===== config.mk =====
export PLATFORM = sky130hd
export DESIGN_NAME = rv_decode_stage
export DESIGN_NICKNAME = d
export VERILOG_FILES = /design/src/rtl/rv_decode_stage.sv
export SDC_FILE = /design/constraint.sdc
export NUM_CORES = 1
export LEC_CHECK = 0
export ABC_AREA = 0
export BUFFER_PORTS_ARGS = -buffer_cell sky130_fd_sc_hd__buf_2
export CAP_MARGIN = 20
export CORE_MARGIN = 4
export CORE_UTILIZATION = 51
export DETAILED_ROUTE_END_ITERATION = 12
export PLACE_DENSITY = 0.84
export SYNTH_ARGS = -nofsm -noshare
export SYNTH_HDL_FRONTEND = slang
export SYNTH_SLANG_ARGS = --single-unit

===== constraint.sdc =====
create_clock -name clk -period 4.5 [get_ports clk]
set_input_delay 0.9 -clock clk [delete_from_list [all_inputs] [get_ports clk]]
set_output_delay 0.9 -clock clk [all_outputs]
set_load 0.02 [all_outputs]

===== src/rtl/rv_decode_stage.sv =====
// Registered RV32I decode stage: valid/ready in, one pipeline register out.
// Define RV_DECODE_MEXT_EN to decode the M extension (exe_fun 18-25).
module rv_decode_stage #(
   parameter int XLEN  = 32,
   parameter int EXE_W = 5
) (
   input  logic             clk,
   input  logic             rst,
   input  logic             in_valid,
   output logic             in_ready,
   input  logic [31:0]      in_inst,
   input  logic [XLEN-1:0]  in_pc,
   input  logic             flush,
   output logic             out_valid,
   input  logic             out_ready,
   output logic [XLEN-1:0]  out_pc,
   output logic [EXE_W-1:0] out_exe_fun,
   output logic [1:0]       out_op1_sel,
   output logic             out_op2_sel,
   output logic [XLEN-1:0]  out_imm,
   output logic [4:0]       out_rs1,
   output logic [4:0]       out_rs2,
   output logic [4:0]       out_rd,
   output logic             out_mem_wen,
   output logic             out_rf_wen,
   output logic [1:0]       out_wb_sel,
   output logic             out_illegal
);

   localparam logic [6:0] OPC_OP     = 7'b0110011;
   localparam logic [6:0] OPC_OP_IMM = 7'b0010011;
   localparam logic [6:0] OPC_LOAD   = 7'b0000011;
   localparam logic [6:0] OPC_STORE  = 7'b0100011;
   localparam logic [6:0] OPC_BRANCH = 7'b1100011;
   localparam logic [6:0] OPC_LUI    = 7'b0110111;
   localparam logic [6:0] OPC_AUIPC  = 7'b0010111;
   localparam logic [6:0] OPC_JAL    = 7'b1101111;
   localparam logic [6:0] OPC_JALR   = 7'b1100111;
   localparam logic [6:0] OPC_FENCE  = 7'b0001111;

   localparam logic [4:0] FN_ADD  = 5'd0,  FN_SUB  = 5'd1,  FN_AND  = 5'd2,  FN_OR   = 5'd3;
   localparam logic [4:0] FN_XOR  = 5'd4,  FN_SLL  = 5'd5,  FN_SRL  = 5'd6,  FN_SRA  = 5'd7;
   localparam logic [4:0] FN_SLT  = 5'd8,  FN_SLTU = 5'd9,  FN_BEQ  = 5'd10, FN_BNE  = 5'd11;
   localparam logic [4:0] FN_BLT  = 5'd12, FN_BGE  = 5'd13, FN_BLTU = 5'd14, FN_BGEU = 5'd15;
   localparam logic [4:0] FN_JALR = 5'd16;

   logic [6:0] opcode, funct7;
   logic [2:0] funct3;
   logic [4:0] rd;
   assign opcode = in_inst[6:0];
   assign rd     = in_inst[11:7];
   assign funct3 = in_inst[14:12];
   assign funct7 = in_inst[31:25];

   logic [31:0] imm_i, imm_s, imm_b, imm_u, imm_j;
   assign imm_i = {{20{in_inst[31]}}, in_inst[31:20]};
   assign imm_s = {{20{in_inst[31]}}, in_inst[31:25], in_inst[11:7]};
   assign imm_b = {{19{in_inst[31]}}, in_inst[31], in_inst[7], in_inst[30:25], in_inst[11:8], 1'b0};
   assign imm_u = {in_inst[31:12], 12'b0};
   assign imm_j = {{11{in_inst[31]}}, in_inst[31], in_inst[19:12], in_inst[20], in_inst[30:21], 1'b0};

   logic [4:0]  fun;
   logic [31:0] imm32;
   logic [1:0]  op1_d, wb_d;
   logic        op2_d, rf_wen_d, mem_wen_d, ill_d;

   always_comb begin
      // NOTE: every signal gets a default first so no decode path can infer a latch.
      fun       = FN_ADD;
      imm32     = '0;
      op1_d     = 2'd0;
      op2_d     = 1'b0;
      wb_d      = 2'd0;
      rf_wen_d  = 1'b0;
      mem_wen_d = 1'b0;
      ill_d     = 1'b0;
      case (opcode)
         OPC_OP: begin
            rf_wen_d = 1'b1;
            case (funct7)
               7'b0000000: begin
                  case (funct3)
                     3'b000:  fun = FN_ADD;
                     3'b001:  fun = FN_SLL;
                     3'b010:  fun = FN_SLT;
                     3'b011:  fun = FN_SLTU;
                     3'b100:  fun = FN_XOR;
                     3'b101:  fun = FN_SRL;
                     3'b110:  fun = FN_OR;
                     default: fun = FN_AND;
                  endcase
               end
               7'b0100000: begin
                  if (funct3 == 3'b000)      fun = FN_SUB;
                  else if (funct3 == 3'b101) fun = FN_SRA;
                  else                       ill_d = 1'b1;
               end
`ifdef RV_DECODE_MEXT_EN
               7'b0000001: fun = 5'd18 + {2'b00, funct3};
`else
               7'b0000001: ill_d = 1'b1;
`endif
               default: ill_d = 1'b1;
            endcase
         end
         OPC_OP_IMM: begin
            op2_d    = 1'b1;
            rf_wen_d = 1'b1;
            imm32    = imm_i;
            case (funct3)
               3'b000:  fun = FN_ADD;
               3'b010:  fun = FN_SLT;
               3'b011:  fun = FN_SLTU;
               3'b100:  fun = FN_XOR;
               3'b110:  fun = FN_OR;
               3'b111:  fun = FN_AND;
               3'b001: begin
                  fun   = FN_SLL;
                  ill_d = (funct7 != 7'b0000000);
               end
               default: begin
                  if (funct7 == 7'b0000000)      fun = FN_SRL;
                  else if (funct7 == 7'b0100000) fun = FN_SRA;
                  else                           ill_d = 1'b1;
               end
            endcase
         end
         OPC_LOAD: begin
            op2_d    = 1'b1;
            wb_d     = 2'd1;
            rf_wen_d = 1'b1;
            imm32    = imm_i;
            ill_d    = (funct3 == 3'b011) || (funct3 == 3'b110) || (funct3 == 3'b111);
         end
         OPC_STORE: begin
            op2_d     = 1'b1;
            mem_wen_d = 1'b1;
            imm32     = imm_s;
            ill_d     = funct3[2] || (funct3 == 3'b011);
         end
         OPC_BRANCH: begin
            imm32 = imm_b;
            case (funct3)
               3'b000:  fun = FN_BEQ;
               3'b001:  fun = FN_BNE;
               3'b100:  fun = FN_BLT;
               3'b101:  fun = FN_BGE;
               3'b110:  fun = FN_BLTU;
               3'b111:  fun = FN_BGEU;
               default: ill_d = 1'b1;
            endcase
         end
         OPC_LUI:   begin op1_d = 2'd2; op2_d = 1'b1; rf_wen_d = 1'b1; imm32 = imm_u; end
         OPC_AUIPC: begin op1_d = 2'd1; op2_d = 1'b1; rf_wen_d = 1'b1; imm32 = imm_u; end
         OPC_JAL: begin
            op1_d = 2'd1; op2_d = 1'b1; wb_d = 2'd2; rf_wen_d = 1'b1; imm32 = imm_j;
         end
         OPC_JALR: begin
            fun = FN_JALR; op2_d = 1'b1; wb_d = 2'd2; rf_wen_d = 1'b1; imm32 = imm_i;
            ill_d = (funct3 != 3'b000);
         end
         OPC_FENCE: ill_d = (funct3 != 3'b000);
         default:   ill_d = 1'b1;
      endcase
      // Illegal encodings still travel downstream, but as a side-effect-free ADD.
      if (ill_d) begin
         fun       = FN_ADD;
         rf_wen_d  = 1'b0;
         mem_wen_d = 1'b0;
      end
      if (rd == 5'd0) rf_wen_d = 1'b0;
   end

   logic             valid_q, op2_q, mem_wen_q, rf_wen_q, ill_q;
   logic [XLEN-1:0]  pc_q, imm_q;
   logic [EXE_W-1:0] exe_q;
   logic [1:0]       op1_q, wb_q;
   logic [4:0]       rs1_q, rs2_q, rd_q;
   logic             accept;

   assign in_ready = !valid_q || out_ready;
   assign accept   = in_valid && in_ready && !flush;

   // NOTE: state registers use non-blocking assignments so every flop samples pre-edge values.
   always_ff @(posedge clk) begin
      if (rst) begin
         valid_q <= 1'b0;
         pc_q <= '0; exe_q <= '0; op1_q <= '0; op2_q <= 1'b0; imm_q <= '0;
         rs1_q <= '0; rs2_q <= '0; rd_q <= '0;
         mem_wen_q <= 1'b0; rf_wen_q <= 1'b0; wb_q <= '0; ill_q <= 1'b0;
      end else begin
         if (flush)          valid_q <= 1'b0;
         else if (accept)    valid_q <= 1'b1;
         else if (out_ready) valid_q <= 1'b0;
         if (accept) begin
            pc_q      <= in_pc;
            exe_q     <= EXE_W'(fun);
            op1_q     <= op1_d;
            op2_q     <= op2_d;
            imm_q     <= XLEN'($signed(imm32));
            rs1_q     <= in_inst[19:15];
            rs2_q     <= in_inst[24:20];
            rd_q      <= rd;
            mem_wen_q <= mem_wen_d;
            rf_wen_q  <= rf_wen_d;
            wb_q      <= wb_d;
            ill_q     <= ill_d;
         end
      end
   end

   assign out_valid   = valid_q;
   assign out_pc      = pc_q;
   assign out_exe_fun = exe_q;
   assign out_op1_sel = op1_q;
   assign out_op2_sel = op2_q;
   assign out_imm     = imm_q;
   assign out_rs1     = rs1_q;
   assign out_rs2     = rs2_q;
   assign out_rd      = rd_q;
   assign out_mem_wen = mem_wen_q;
   assign out_rf_wen  = rf_wen_q;
   assign out_wb_sel  = wb_q;
   assign out_illegal = ill_q;

endmodule

## Word level (Yosys, flattened, before mapping)

Cells that the tools add are included.

- Bits in registers: 93
- Input port bits: 69
- Output and inout bits: 94
- Logic and storage cells: 85

- Equality and inequality tests: 18
- Multiplexer cells: 29
- Reduce and logical (&&, ||, !) cells: 25

Operators by type and width:

| kind | count |
|---|---|
| case mux 32 bit (5 select lines) | 1 |
| case mux 4 bit (7 select lines) | 2 |
| == test 7 x 6 -> 1 bit, second input constant | 4 |
| case mux 4 bit (6 select lines) | 1 |
| == test 7 bit, second input constant | 3 |
| case mux 5 bit (4 select lines) | 1 |
| == test 7 x 5 -> 1 bit, second input constant | 2 |
| OR reduction 7 bit | 2 |
| 2-to-1 mux 1 bit | 13 |
| == test 3 bit, second input constant | 4 |
| 2-to-1 mux 3 bit | 4 |
| OR reduction 6 bit | 2 |
| OR reduction 2 bit | 5 |
| case mux 2 bit (2 select lines) | 2 |
| case mux 4 bit (2 select lines) | 1 |
| == test 7 x 2 -> 1 bit, second input constant | 1 |
| == test 7 x 4 -> 1 bit, second input constant | 1 |
| zero test 7 bit | 1 |
| case mux 1 bit (7 select lines) | 1 |
| nonzero test 7 bit | 1 |
| == test 3 x 2 -> 1 bit, second input constant | 2 |
| OR reduction 3 bit | 2 |
| zero test 5 bit | 1 |
| 2-to-1 mux 5 bit | 1 |
| other kinds (8) | 14 |

## Depth between registers and ports, before layout

- Word-level depth: 7
- Mapped depth: 9
- Mapped depth without buffers: 8

## Worst setup path before layout

Ideal clock, no wire load.

- Kind: input -> register
- Start point: in in_inst[31]
- End point: reg exe_q[2], in the netlist out_exe_fun[2]
- Library setup time: 0.059 ns
- Data arrival time: 2.610 ns
- Required time: 4.441 ns
- Path slack: 1.831 ns
- Cell stages on the path: 6
- Buffers on the path: 1
- Cell sequence: or4_1 > or3_1 > buf_6 > or4_4 > nand4_1 > a22o_1

- Longest elaborated chain between the ends: 6

RTL lines:

| what | RTL line | source |
|---|---|---|
| from (decl) | 11 | `input logic [31:0] in_inst,` |
| == test 7 x 6 -> 1 bit | 80, 123 |  |
| 2-to-1 mux 3 bit / 2-to-1 mux 1 bit (equally long branches) | 123 | `else if (funct7 == 7'b0100000) fun = FN_SRA;` |
| 2-to-1 mux 3 bit / 2-to-1 mux 1 bit (equally long branches) | 122 | `if (funct7 == 7'b0000000) fun = FN_SRL;` |
| case mux 4 bit (7 select lines) / case mux 1 bit (2 select lines) (equally long branches) | 110 | `case (funct3)` |
| case mux 5 bit (4 select lines) / case mux 1 bit (7 select lines) (equally long branches) | 77 | `case (opcode)` |
| 2-to-1 mux 5 bit (*) | 166 | `if (ill_d) begin` |
| to (signal assigned) | 197 | `exe_q <= EXE_W'(fun);` |
| to (decl) | 176 | `logic [EXE_W-1:0] exe_q;` |

Every way passes the cells marked *; elsewhere a longest branch is shown, timed or not.
A chain may end at the register's enable or synchronous reset.

## Final worst setup path

- Start point: in in_inst[5]
- End point: reg imm_q[21], in the netlist out_imm[21]

- Longest elaborated chain between the ends: 3

RTL lines:

| what | RTL line | source |
|---|---|---|
| == test 7 x 5 -> 1 bit (tied with other cells) | 77 |  |
| OR reduction 3 bit (no line) / OR reduction 2 bit (equally long branches) | n/a |  |
| case mux 32 bit (5 select lines) (*) | 77 |  |
| to (signal assigned) | 200 | `imm_q <= XLEN'($signed(imm32));` |
| to (decl) | 175 | `logic [XLEN-1:0] pc_q, imm_q;` |

Marked as above.

==> results by group <==
Status
  – Outcome: complete, no violations

Clocking
  – Clock-pin slew on the worst setup and hold paths: 0.08 ns
  – Hold-fix buffer count after cts: 0
  – Number of sinks driven by the clock tree: 93
  – Number of buffers inserted to repair setup after CTS: 0
  – Number of gates given a new drive strength after cts: 0
  – Deepest level of the CTS H-tree: 3
  – CTS max path bufs: 2
  – Number of CTS-inserted buffers: 9
  – Clock tree from TritonCTS: done
  – Root buffer cell: sky130_fd_sc_hd__clkbuf_8
  – Clock network latency to the later pin of the worst-skew pair: 0.35 ns

Drt
  – Number of search-and-repair iterations in the first detailed-routing pass: 5
  – Detail-routed net length per standard cell: 15.4 um
  – Via density per instance: 5.52
  – Remaining DRCs: 0
  – Antenna Nets Post-Route: 0
  – Post-Route WL: 11.4 mm
  – Via count: 4067
  – Iter 0 DRT Violations: 339

STA
  – Max-slew violation total from the final report: 0
  – Final period utilization: 0.576
  – Headroom to the max-slew limit: 0.482
  – Final-layout worst hold slack: 0.452 ns
  – Total of endpoints with negative setup slack in the final report: 0
  – Hold Fails Final Rpt: 0
  – Post-route setup TNS: 0 ns
  – Worst-Margin Slew: 0.777 ns
  – Unrepaired setup endpoints after global routing: false
  – Highest Clock Rate: 386 MHz
  – Worst setup skew after layout: 0.0107 ns
  – Fin crit period: 2.59 ns

Worst hold path
  – Hold wc startpoint: out_imm[11]
  – Tightest Hold Check Type: flop to flop
  – Depth of the worst hold-timing path: 2
  – End point of the most critical hold path: out_imm[11]

Yosys
  – Count of warnings emitted by yosys: 0
  – Ys async rst share: 0
  – Cell count after synthesis: 493
  – Cell variety after synth: 48
  – Count of flip-flops with a built-in enable after synthesis: 0
  – Predominant post-synthesis flop cell: sky130_fd_sc_hd__dfxtp_1
  – Mapped Area: 3900 um^2
  – Number of flip-flops and latches in the synthesized netlist: 93
  – Portion of the post-synthesis area used by sequential elements: 0.478
  – Net count after synthesis: 566
  – Avg Synthesized Cell Area: 7.91 um^2

GRT
  – Vias in the first global route: 3791
  – Maximum number of pins on one net before global-route repair: 78
  – Initial antenna violation count: 0
  – Overflow left after global routing: 0
  – Wire length of the first global-routing pass: 17.9 mm
  – Global Route Usage Sum: 0.248

Floorplanning
  – Die height: 95.4 um
  – Area enclosed by the die boundary: 9100 um^2
  – Standard-cell row count: 31
  – Ports placed on the boundary: 163
  – Core region area: 7330 um^2
  – Initial standard-cell utilization of the core: 0.532
  – Horizontal die dimension: 95.4 um

Final layout
  – Share of cells above drive strength 1: 0.290
  – Antenna diode count: 0
  – Register area: 1860 um^2
  – Area Growth Syn to Fin: 27.0%
  – Final #Nets: 708
  – Area of combinational cells with multiple inputs: 1860 um^2
  – Filler Cell Count: 636

Worst setup path
  – End of the worst register-to-register path: out_imm[21]
  – Max Fanout on Critical Path: 19
  – Cells traversed along the worst timing path: buf_2 > and2b_1 > nor3b_2 > o21a_1 > nand2_1 > a21oi_1
  – Reg2reg path depth: 6
  – Data required time at the worst endpoint: 4.77 ns
  – Startpoint of the most critical register-to-register path: out_valid
  – Crit-path slowest cell: sky130_fd_sc_hd__nor3b_2
  – Critical path type: primary input to flop
  – Kind of launch point of the worst setup path: primary input
  – Crit-path leading delay family: simple AND/OR/NAND/NOR gates
  – WP buf/inv: 1
  – Max incr delay on CP: 0.51 ns
  – Worst EP arrival: 2.86 ns
  – Critical Path Sink Type: flop
  – Stages on the worst setup path: 6
  – Worst reg2reg setup slack: 2.31 ns

Placement
  – GP Congestion: 0.900
  – Count of buffers from port buffering: 162
  – DP Wirelength: 8.40 mm

Power and ir drop
  – Max IR drop VDD: 0.000200 V
  – Leak Pwr: 2.19 nW
  – Cell Pwr Density: 334 nW/um^2

Flow run
  – Reported max-cap violation count: 0
per-layer routing:
metal,part of all wire,global-route usage,vias to the layer above
met5,0,0,-
li1,-,-,2003
met4,0.014,0.0818,0
met3,0.090,0.0742,19
met2,0.48,0.412,167
met1,0.41,0.309,1878
worst min-delay path, stage by stage, from the launching register on:
cell and delay (ns):
sky130_fd_sc_hd__dfxtp_1 0.33, sky130_fd_sc_hd__nand2_1 0.04, sky130_fd_sc_hd__o21ai_0 0.05
cells by family after synthesis:
family          Yosys count  share of synthesized area
simple gates            193                      0.220
compound gates          157                      0.241
flops                    93                      0.478
buf+inv                  45                     0.0453
fa+ha+maj                 4                     0.0128
mux                       1                    0.00257
synth_stat cells, types with 2 or more instances:
cell / instances / area (um^2)
sky130_fd_sc_hd__nand3_1: 4 / 20.0
sky130_fd_sc_hd__ha_1: 4 / 50.1
sky130_fd_sc_hd__nand2_1: 126 / 473
sky130_fd_sc_hd__nor2_1: 22 / 82.6
sky130_fd_sc_hd__a211oi_1: 5 / 37.5
sky130_fd_sc_hd__o211ai_1: 4 / 30.0
sky130_fd_sc_hd__nor3b_1: 2 / 15.0
sky130_fd_sc_hd__o31ai_1: 4 / 30.0
sky130_fd_sc_hd__a22o_1: 4 / 35.0
sky130_fd_sc_hd__clkbuf_1: 35 / 131
sky130_fd_sc_hd__or4_1: 3 / 22.5
sky130_fd_sc_hd__inv_1: 8 / 30.0
sky130_fd_sc_hd__nand3b_1: 2 / 15.0
sky130_fd_sc_hd__nor4bb_1: 2 / 20.0
sky130_fd_sc_hd__a21oi_1: 76 / 380
sky130_fd_sc_hd__o21ai_0: 26 / 130
sky130_fd_sc_hd__and3_1: 4 / 25.0
sky130_fd_sc_hd__nor3_1: 7 / 35.0
sky130_fd_sc_hd__or3_1: 4 / 25.0
sky130_fd_sc_hd__o22ai_1: 2 / 12.5
sky130_fd_sc_hd__dfxtp_1: 93 / 1860
sky130_fd_sc_hd__nor2b_1: 6 / 37.5
sky130_fd_sc_hd__a22oi_1: 22 / 165
sky130_fd_sc_hd__o21a_1: 2 / 15.0
sky130_fd_sc_hd__nand4_1: 3 / 18.8
power breakdown:
part,internal (mW),switching [mW]
registers,0.846,0.0108
clock network,0.310,0.283
logic,0.0695,0.136
worst max path at each step:
stage	from	end
CTS	in_inst[31]	out_exe_fun[2]
global placement	in_inst[31]	out_exe_fun[2]
finish	in_inst[5]	out_imm[21]
floorplan	in_inst[31]	out_exe_fun[2]
detailed placement	in_inst[31]	out_exe_fun[2]
global route	in_inst[3]	out_imm[27]
area by class of cell:
class,count,area share
inverters,8,0.00607
repair buffers,168,0.174
clock buffers,9,0.0250
multi-input cells,355,0.377
well taps,99,0.0250
flip-flops and latches,93,0.376
clock inverters,5,0.0172
metrics by stage:
| stage | instances | utilization | area [um^2] | power (mW) | setup WS (ns) |
|---|---|---|---|---|---|
| 2_1_floorplan | 493 | - | 3900 | 0.994 | 1.83 |
| 3_3_place_gp | 722 | 0.645 | 4730 | 1.07 | 1.63 |
| 3_5_place_dp | 723 | 0.647 | 4740 | 1.08 | 1.62 |
| 4_1_cts | 737 | 0.675 | 4950 | 1.67 | 1.98 |
| 5_1_grt | 737 | 0.675 | 4950 | 1.72 | 1.68 |
| 6_report | 737 | 0.675 | 4950 | 1.65 | 1.91 |
cell usage in the layout (no fill, tap or decap), types with 2 or more instances in the layout:
| cell | count |
|---|---|
| sky130_fd_sc_hd__o21ai_0 | 26 |
| sky130_fd_sc_hd__bufinv_16 | 2 |
| sky130_fd_sc_hd__a21oi_1 | 76 |
| sky130_fd_sc_hd__buf_4 | 5 |
| sky130_fd_sc_hd__buf_2 | 162 |
| sky130_fd_sc_hd__nand2_1 | 126 |
| sky130_fd_sc_hd__or4_1 | 3 |
| sky130_fd_sc_hd__a22o_1 | 4 |
| sky130_fd_sc_hd__nand3b_1 | 2 |
| sky130_fd_sc_hd__ha_1 | 4 |
| sky130_fd_sc_hd__nand4_1 | 3 |
| sky130_fd_sc_hd__o31ai_1 | 4 |
| sky130_fd_sc_hd__dfxtp_1 | 93 |
| sky130_fd_sc_hd__nor2b_1 | 6 |
| sky130_fd_sc_hd__a22oi_1 | 22 |
| sky130_fd_sc_hd__nand3_1 | 4 |
| sky130_fd_sc_hd__or3_1 | 4 |
| sky130_fd_sc_hd__nor4bb_1 | 2 |
| sky130_fd_sc_hd__o211ai_1 | 4 |
| sky130_fd_sc_hd__nor3_1 | 7 |
| sky130_fd_sc_hd__and3_1 | 4 |
| sky130_fd_sc_hd__nor2_1 | 22 |
| sky130_fd_sc_hd__o21a_1 | 2 |
| sky130_fd_sc_hd__clkbuf_8 | 9 |
| sky130_fd_sc_hd__a211oi_1 | 5 |
| sky130_fd_sc_hd__inv_1 | 8 |
| sky130_fd_sc_hd__nor3b_2 | 2 |
| sky130_fd_sc_hd__o22ai_1 | 2 |
sequential cells by signal (all words and copies together) (netlist names):
name         count
out_op1_sel      2
out_wb_sel       2
out_mem_wen      1
out_rs2          5
out_valid        1
out_op2_sel      1
out_pc          32
out_rs1          5
out_rd           5
out_rf_wen       1
out_exe_fun      5
out_illegal      1
out_imm         32
(Power assumes the default switching activity.)
